`src/rtl/cpu_ctrl_pkg.sv`:
```
// Shared run-control encodings: sequencer states and button indices.
// Used by cpu_run_ctrl and the seg/LED display.
package cpu_ctrl_pkg;

  typedef enum logic [2:0] {
    S_IDLE   = 3'd0,
    S_PROG   = 3'd1,
    S_LOADED = 3'd2,
    S_RUN    = 3'd3,
    S_STEP   = 3'd4,
    S_HALT   = 3'd5
  } state_t;

  localparam int BTN_PROG = 0;
  localparam int BTN_RUN  = 1;
  localparam int BTN_STEP = 2;
  localparam int BTN_N    = 3;

  function automatic logic core_in_rst(input state_t s);
    return (s == S_IDLE) || (s == S_PROG) || (s == S_LOADED);
  endfunction

endpackage

```
`src/rtl/cpu_run_ctrl_btn_edge.sv`:
```
// btn_edge: registered rising-edge detector for one debounced button.
// Ports: clock, reset (sync, active-high), i_lvl level in, o_edge pulse out.
module btn_edge (
  input  logic clock,
  input  logic reset,
  input  logic i_lvl,
  output logic o_edge
);

  logic r_prev;
  logic r_arm;

  // r_arm stays low for the first cycle after reset so a button
  // already held at release never reads as a fresh press.
  always_ff @(posedge clock) begin
    if (reset) begin
      r_prev <= 1'b0;
      r_arm  <= 1'b0;
    end else begin
      r_prev <= i_lvl;
      r_arm  <= 1'b1;
    end
  end

  assign o_edge = r_arm & i_lvl & ~r_prev;

endmodule

```
`src/rtl/cpu_run_ctrl.sv`:
```
// cpu_run_ctrl: run-mode sequencer for the MIPS core (prog/run/step/halt).
// Ports: buttons, step_mode, breakpoint, pc, upg_done in; upg_rst,
// cpu_rst, cpu_ce, state, step_cnt out. Sync active-high reset.
module cpu_run_ctrl
  import cpu_ctrl_pkg::*;
#(
  parameter int TICK_DIV = 20,
  parameter int CNT_W    = 32
) (
  input  logic             clock,
  input  logic             reset,
  input  logic             btn_prog,
  input  logic             btn_run,
  input  logic             btn_step,
  input  logic             step_mode,
  input  logic             bp_en,
  input  logic [31:0]      bp_addr,
  input  logic [31:0]      pc,
  input  logic             upg_done,
  output logic             upg_rst,
  output logic             cpu_rst,
  output logic             cpu_ce,
  output logic [2:0]       state,
  output logic [CNT_W-1:0] step_cnt
);

  localparam int TW = $clog2(TICK_DIV);
  localparam logic [TW-1:0] TLAST = TW'(TICK_DIV - 1);

  logic [BTN_N-1:0] w_edge;
  logic             w_prog;
  logic             w_run;
  logic             w_step;
  logic             w_tick;
  logic             w_hit;
  logic             w_ce;
  state_t           w_go;
  state_t           w_next;

  state_t           r_state;
  logic [TW-1:0]    r_tcnt;
  logic             r_mask;
  logic             r_ce;
  logic [CNT_W-1:0] r_cnt;

  btn_edge u_prog (
    .clock (clock),
    .reset (reset),
    .i_lvl (btn_prog),
    .o_edge(w_edge[BTN_PROG])
  );

  btn_edge u_run (
    .clock (clock),
    .reset (reset),
    .i_lvl (btn_run),
    .o_edge(w_edge[BTN_RUN])
  );

  btn_edge u_step (
    .clock (clock),
    .reset (reset),
    .i_lvl (btn_step),
    .o_edge(w_edge[BTN_STEP])
  );

  // prog > run > step; losers in the same cycle are dropped
  assign w_prog = w_edge[BTN_PROG];
  assign w_run  = w_edge[BTN_RUN] & ~w_prog;
  assign w_step = w_edge[BTN_STEP] & ~w_prog & ~w_edge[BTN_RUN];

  assign w_go   = step_mode ? S_STEP : S_RUN;
  assign w_tick = (r_state == S_RUN) && (r_tcnt == TLAST);
  assign w_hit  = bp_en && (pc == bp_addr) && !r_mask;

  always_comb begin
    w_next = r_state;
    w_ce   = 1'b0;
    unique case (r_state)
      S_IDLE, S_LOADED: begin
        if (w_prog)     w_next = S_PROG;
        else if (w_run) w_next = w_go;
      end
      S_PROG: begin
        if (upg_done) w_next = S_LOADED;
      end
      S_RUN: begin
        if (w_prog) begin
          w_next = S_PROG;
        end else if (w_tick && w_hit) begin
          w_next = S_HALT;
        end else begin
          w_ce = w_tick;
          if (step_mode) w_next = S_STEP;
        end
      end
      S_STEP: begin
        if (w_prog)                   w_next = S_PROG;
        else if (w_run && !step_mode) w_next = S_RUN;
        else if (w_step)              w_ce   = 1'b1;
      end
      S_HALT: begin
        if (w_prog) begin
          w_next = S_PROG;
        end else if (w_run) begin
          w_next = w_go;
        end else if (w_step) begin
          w_ce   = 1'b1;
          w_next = S_STEP;
        end
      end
      default: w_next = S_IDLE;
    endcase
  end

  always_ff @(posedge clock) begin
    if (reset) begin
      r_state <= S_IDLE;
      r_tcnt  <= '0;
      r_mask  <= 1'b0;
      r_ce    <= 1'b0;
      r_cnt   <= '0;
    end else begin
      r_state <= w_next;
      r_ce    <= w_ce;
      if (r_state == S_RUN && w_next == S_RUN && !w_tick)
        r_tcnt <= r_tcnt + TW'(1);
      else
        r_tcnt <= '0;
      // resuming from HALT skips the breakpoint for one tick
      if (w_next == S_RUN && r_state != S_RUN)
        r_mask <= (r_state == S_HALT);
      else if (w_tick)
        r_mask <= 1'b0;
      if (core_in_rst(w_next))
        r_cnt <= '0;
      else if (r_ce && !(&r_cnt))
        r_cnt <= r_cnt + CNT_W'(1);
    end
  end

  assign state    = r_state;
  assign upg_rst  = (r_state != S_PROG);
  assign cpu_rst  = core_in_rst(r_state);
  assign cpu_ce   = r_ce;
  assign step_cnt = r_cnt;

endmodule
```
`config.mk`:
```
export PLATFORM = sky130hd
export DESIGN_NAME = cpu_run_ctrl
export DESIGN_NICKNAME = d
export VERILOG_FILES = /design/src/rtl/cpu_ctrl_pkg.sv /design/src/rtl/cpu_run_ctrl_btn_edge.sv /design/src/rtl/cpu_run_ctrl.sv
export SDC_FILE = /design/constraint.sdc
export NUM_CORES = 1
export LEC_CHECK = 0
export BUFFER_PORTS_ARGS = -buffer_cell sky130_fd_sc_hd__clkbuf_2
export CORE_AREA = 2 2 103 105
export DETAILED_ROUTE_END_ITERATION = 16
export DIE_AREA = 0 0 105 107
export GPL_TIMING_DRIVEN = 0
export SETUP_SLACK_MARGIN = 0.05
export SLEW_MARGIN = 20
export SYNTH_ARGS = -nofsm -noshare
export SYNTH_HDL_FRONTEND = slang
export SYNTH_HIERARCHICAL = 1
export SYNTH_SLANG_ARGS = --single-unit
export TNS_END_PERCENT = 1
```
`constraint.sdc`:
```
create_clock -name clock -period 5.6 [get_ports clock]
set_input_delay 0 -clock clock [delete_from_list [all_inputs] [get_ports clock]]
set_output_delay 0 -clock clock [all_outputs]
set_load 0.05 [all_outputs]
```
== Word level (Yosys, flattened, before mapping) ==
Index checks and enable logic that the tools add are counted.
Widths: inputs -> output; s select.

* Flip-flop bits (word level): 46
* Latch bits: 0
* Bits in writable memories: 0
* Memory bits (read-only): 0
* Input port bits: 72
* Output and inout bits: 38
* Memories kept: 0

* Add/sub/neg operators: 2
* $mul: 0
* Div/mod/pow operators: 0
* Order comparisons: 0
* Eq/ne operators: 12
* Shifts and indexed selects: 0
* Muxes and demuxes: 24
* Bitwise operators: 15
* Reductions and logical operators: 24

{| class="wikitable"
|+ Operators with widths
! kind !! number
|-
| $mux 3 || 12
|-
| $add 32x1->32 const B || 1
|-
| $eq 32x32->1 || 1
|-
| $reduce_and 32->1 || 1
|-
| $pmux 3 s5 || 1
|-
| $eq 3x2->1 const B || 4
|-
| $mux 1 || 10
|-
| $and 1x1->1 || 9
|-
| $logic_and 1x1->1 || 9
|-
| $eq 3x1->1 const B || 2
|-
| $eq 3x3->1 const B || 2
|-
| $logic_not 3->1 || 2
|-
| $not 1->1 || 6
|-
| $reduce_or 2->1 || 3
|-
| $add 5x1->5 const B || 1
|-
| $eq 5x5->1 const B || 1
|-
| $logic_not 1->1 || 4
|-
| $logic_or 1x1->1 || 4
|-
| $ne 3x1->1 const B || 1
|-
| $ne 3x2->1 const B || 1
|-
| $pmux 1 s3 || 1
|-
| $reduce_bool 2->1 || 1
|}

== Logic depth before layout (Yosys ltp) ==
* Depth after elaboration: 14
* Depth in mapped cells: 10
* Gate-level depth less buffers: 7

== By module ==
The synthesis kept the hierarchy.

{| class="wikitable"
|+ Modules (own cells, without submodules)
! module !! times used !! cells an instance !! area each (um2) !! seq. area each (um2)
|-
| cpu_run_ctrl || 1 || 320 || 2777.7 || 840.8
|-
| btn_edge || 3 || 5 || 58.8 || 40.0
|}

== Worst setup path before layout ==
OpenSTA, ideal clock, no wires.

* Kind: register -> register
* Start point: register r_cnt[6] (netlist: step_cnt[6])
* End point: register r_cnt[14] (netlist: step_cnt[14])
* Setup time: 0.119 ns
* Data arrival time: 2.206 ns
* Path slack: 3.275 ns
* Cell stages (with the launch flop): 8
* Path buffers: 1
* Period minus slack after synthesis: 2.325 ns
* Path through: dfxtp_1 nand4_1 nor4_1 and4_1 clkbuf_1 or4_1 xor2_1 a21oi_2

* Cells in the longest elaborated chain, start to end: 3
* Elaborated cells between the ends (all ways): 4

{| class="wikitable"
|+ Ends and longest elaborated chain
! what !! line !! text
|-
| start: declaration || cpu_run_ctrl.sv:44 || <nowiki>logic [CNT_W-1:0] r_cnt;</nowiki>
|-
| start signal: assignment || cpu_run_ctrl.sv:138 || <nowiki>r_cnt <= r_cnt + CNT_W'(1);</nowiki>
|-
| parallel branches: the longest is 3 deep, another holds $add 32x1->32 || n/a ||
|}

Several ways; the timed one is not identified.
A chain may end at the register's enable or synchronous reset.

== Worst setup path after layout ==
* Start point: register r_tcnt[0]
* End point: register r_cnt[29] (netlist: step_cnt[29])

* Cells in the longest elaborated chain, start to end: 10
* Elaborated cells between the ends (all ways): 12

{| class="wikitable"
|+ Ends and longest elaborated chain
! what !! line !! text
|-
| start: declaration || cpu_run_ctrl.sv:41 || <nowiki>logic [TW-1:0] r_tcnt;</nowiki>
|-
| start signal: assignment || cpu_run_ctrl.sv:127 || <nowiki>r_tcnt <= r_tcnt + TW'(1);</nowiki>
|-
| $eq 5x5->1 * || cpu_run_ctrl.sv:73 || <nowiki>assign w_tick = (r_state == S_RUN) && (r_tcnt == TLAST);</nowiki>
|-
| $logic_and 1x1->1 * || cpu_run_ctrl.sv:73 ||
|-
| $logic_and 1x1->1 * || cpu_run_ctrl.sv:90 || <nowiki>end else if (w_tick && w_hit) begin</nowiki>
|-
| $mux 3 * || cpu_run_ctrl.sv:90 ||
|-
| $mux 3 * || cpu_run_ctrl.sv:88 || <nowiki>if (w_prog) begin</nowiki>
|-
| $pmux 3 s5 * || cpu_run_ctrl.sv:79 || <nowiki>unique case (r_state)</nowiki>
|-
| $eq 3x1->1 or $logic_not 3->1 (tied branches) || cpu_ctrl_pkg.sv:20 || <nowiki>return (s == S_IDLE) || (s == S_PROG) || (s == S_LOADED);</nowiki>
|-
| $logic_or 1x1->1 || cpu_ctrl_pkg.sv:20 ||
|-
| $logic_or 1x1->1 * || cpu_ctrl_pkg.sv:20 ||
|-
| $reduce_or 2->1 (no source line) * || n/a ||
|}

Every way passes the cells marked *; elsewhere a longest branch is shown, timed or not.

==> run metrics <==
PortBufs 109; largest net degree at the start of global routing 16; Worst Skew 0.00879 ns; Max IR drop VDD 88.9 µV; CP required 5.79 ns; Top FF cell, synth dfxtp_1; CTS tree built; Mean Syn Cell Area 8.82 µm²; vias in the first global route approximately 2800; Power Density between 150 and 200 mW/mm²; Async SR Flop Fraction 0%; top cell family by delay on the critical path simple AND/OR/NAND/NOR gates; area grow syn2layout 28.9%; Setup Viol. Count Final 0; arrival time worst endpoint 2.67 ns; Die Y about 110 µm; Buf+Inv Stages, Crit Path 2; top achievable clock speed approximately 400 MHz; Max-slew headroom about two thirds; CP Launch Type flip-flop; outcome complete, no violations; Synth cell types between 40 and 50; Mapped Area around 0.0030 mm²; CP cell instances ha_1, nor4bb_1, and2_1, and2_1, nand4_1, nand4bb_1, clkbuf_1, buf_4, a21oi_4; worst min path class input pin to flip-flop; filler-free cell count of the finished design 592; Inst Count DP between 500 and 600; Post-synth EDFFs 0; total die area between 0.01 and 0.015 mm²; Leak about 1.4 nW; CP max stage cell nor4bb_1; minimum clock period between 2 and 2.5 ns; final-stage net count about 530; Seq/Total Area, Yosys between 30% and 40%; CTS buffer count 5; Sink Count 48; final count of hold timing violations 0; gr usage total approximately 14%; Slew @ Worst Pin around 0.5 ns; Synth Warn # 6; H-tree depth 2; CP peak stage delay around 0.43 ns; fraction of the cycle the final worst path needs between 40% and 50%; setup TNS 0 ns; Starting DRT DRC Count 83; Remaining Overflow, GRT 0; GPL Wtd Cong roughly 0.82; max-cap viol count 0; I/O pin count 110; CTS root buffer clkbuf_8; CP endpoint kind flip-flop; register bit total from synthesis 48; DR pass1 iterations 5; # diodes 0; # Post-CTS Setup Buffers 0; Clock transition at path regs 0.09 ns; drt wl/cell 13.1 µm; Max Slew Vio Count 0; dpl hpwl about 6100 µm; routed wire length 7740 µm; Die W around 110 µm; Filler Cell Count about 1100; critical path class flip-flop to flip-flop; Initial Util 29.3%; # DRC 0; Max clock buf depth 2; first-pass GRT wire length 13100 µm; fin area 0.00381 mm²; vias per inst 4.77; CP dominant cell by count and2_1; layout cell share with drive strength beyond 1 ~34%; placed inst area between 0.003 and 0.004 mm²; via count about 2800; core footprint roughly 0.010 mm²; Post-Synthesis Cells 335; RSZ-0062 raised after global routing false; Critical Path Fanout Max 10; ANT nets after route 0; Mapped Nets 409; Placement Rows 37; worst skew pair latency a little over 0.3 ns; initial antenna violation count 0
==> registers in the layout, summed over array words and instances, names as in the netlist <==
name	cells
u_run/r_arm	1
u_step/r_arm	1
u_step/r_prev	1
state	3
r_mask	1
cpu_ce	1
r_tcnt	5
u_prog/r_arm	1
step_cnt	32
u_run/r_prev	1
u_prog/r_prev	1
==> tightest hold or removal path, cell delays in order <==
cell      delay, ns
clkbuf_2       0.11
nor2_1         0.05
nand2_1        0.05
nand2_1        0.09
nand2_1        0.08
nor2_1         0.04
==> stage by stage <==
step / total power [mW] / hold slack (ns) / setup WS, ns / util, %
final: 0.701 / 0.148 / 3.12 / 37.7
after global routing: 0.735 / 0.199 / 2.87 / 37.7
after CTS: 0.709 / 0.131 / 3.12 / 37.7
after detailed placement: 0.483 / 0.241 / 3.14 / 36.4
after global placement: 0.481 / 0.230 / 3.21 / 36.4
after floorplan: 0.436 / 0.0565 / 3.27 / -
==> final timing paths <==
path                                 from           end  slack, ns  cells after the start
worst min-delay path            step_mode      state[1]       0.15                      6
worst max-delay path            r_tcnt[0]  step_cnt[29]       3.12                      9
worst max register to register  r_tcnt[0]  step_cnt[29]       3.12                      9
worst min register to register  r_tcnt[0]     r_tcnt[0]       0.46                      1
==> power by group <==
| part | switching, mW | internal [mW] | total (mW) | leakage [nW] |
|---|---|---|---|---|
| combinational | 0.0724 | 0.0566 | 0.129 | 1.01 |
| clock | 0.124 | 0.100 | 0.224 | 0.0434 |
| sequential | 0.00218 | 0.346 | 0.348 | 0.389 |
==> synthesized netlist by cell type (3+ instances only) <==
cell type	number	area share (%)
and3_1	3	0.64
nor4bb_1	3	1.0
nor2_1	26	3.3
and4_1	6	1.8
nor2b_1	4	0.85
inv_1	15	1.9
nand2b_1	3	0.64
dfxtp_1	48	33
buf_6	3	1.1
nor3_1	7	1.2
mux2i_1	5	1.7
nor4_1	9	1.9
buf_4	3	0.76
xnor2_1	35	10
o21ai_0	4	0.68
clkbuf_1	7	0.89
and2_1	3	0.64
a21oi_2	28	8.3
nand3_1	12	2.0
nand4_1	24	5.1
nand2_1	20	2.5
a21oi_1	6	1.0
xor2_1	25	7.4
and3b_1	4	1.2
==> per-layer routing <==
metal | track usage [%] | vias up | share of wire [%]
met2 | 23.7 | 54 | 48
met1 | 18.4 | 1323 | 47
met3 | 2.31 | 10 | 3.2
li1 | - | 1438 | -
met4 | 4.67 | 0 | 1.4
met5 | 0 | - | 0
==> placed cells by master, fill, tap and decap left out, types with 2 or more instances in the layout <==
cell / n
nand2_1: 20
inv_1: 15
a21oi_1: 6
nand3_1: 12
mux2i_1: 5
nor2_1: 26
clkbuf_1: 7
nor4b_1: 2
and4_1: 6
o21ai_0: 4
and3_1: 3
nand3b_1: 2
xor2_1: 25
a22oi_1: 2
dlygate4sd3_1: 4
nand2b_1: 3
nor3b_1: 2
clkbuf_8: 6
a211oi_1: 2
buf_4: 3
clkbuf_2: 109
nor4bb_1: 3
ha_1: 2
nor3_1: 7
nand4_1: 24
o31a_1: 2
dfxtp_1: 48
clkinvlp_4: 2
buf_6: 3
and2_1: 3
a21oi_2: 28
xnor2_1: 35
nor4_1: 9
nor2b_1: 4
and3b_1: 4
==> timing repair <==
item	CTS	global route
resized for setup	0	0
hold buffers	4	0
hold endpoints to repair	6	0
==> area by class of cell <==
cell class,instances,area [µm²],area share [%]
multi-input cells,258,1850,48.6
flip-flops and latches,48,961,25.2
repair buffers,113,586,15.4
well taps,136,170,4.47
plain buffers,14,87.6,2.30
clock buffers,6,82.6,2.17
inverters,15,56.3,1.48
clock inverters,2,15.0,0.394
==> cells by family (layout without fill, tap and decap cells) <==
group	after synthesis	after routing	synth area share [%]
simple gates	136	136	26.7
xor+xnor	60	60	17.8
fa+ha+maj	2	2	0.847
buf+inv	29	150	4.87
compound gates	55	55	15.6
mux	5	5	1.69
flops	48	48	32.5
(Power assumes the default switching activity.)
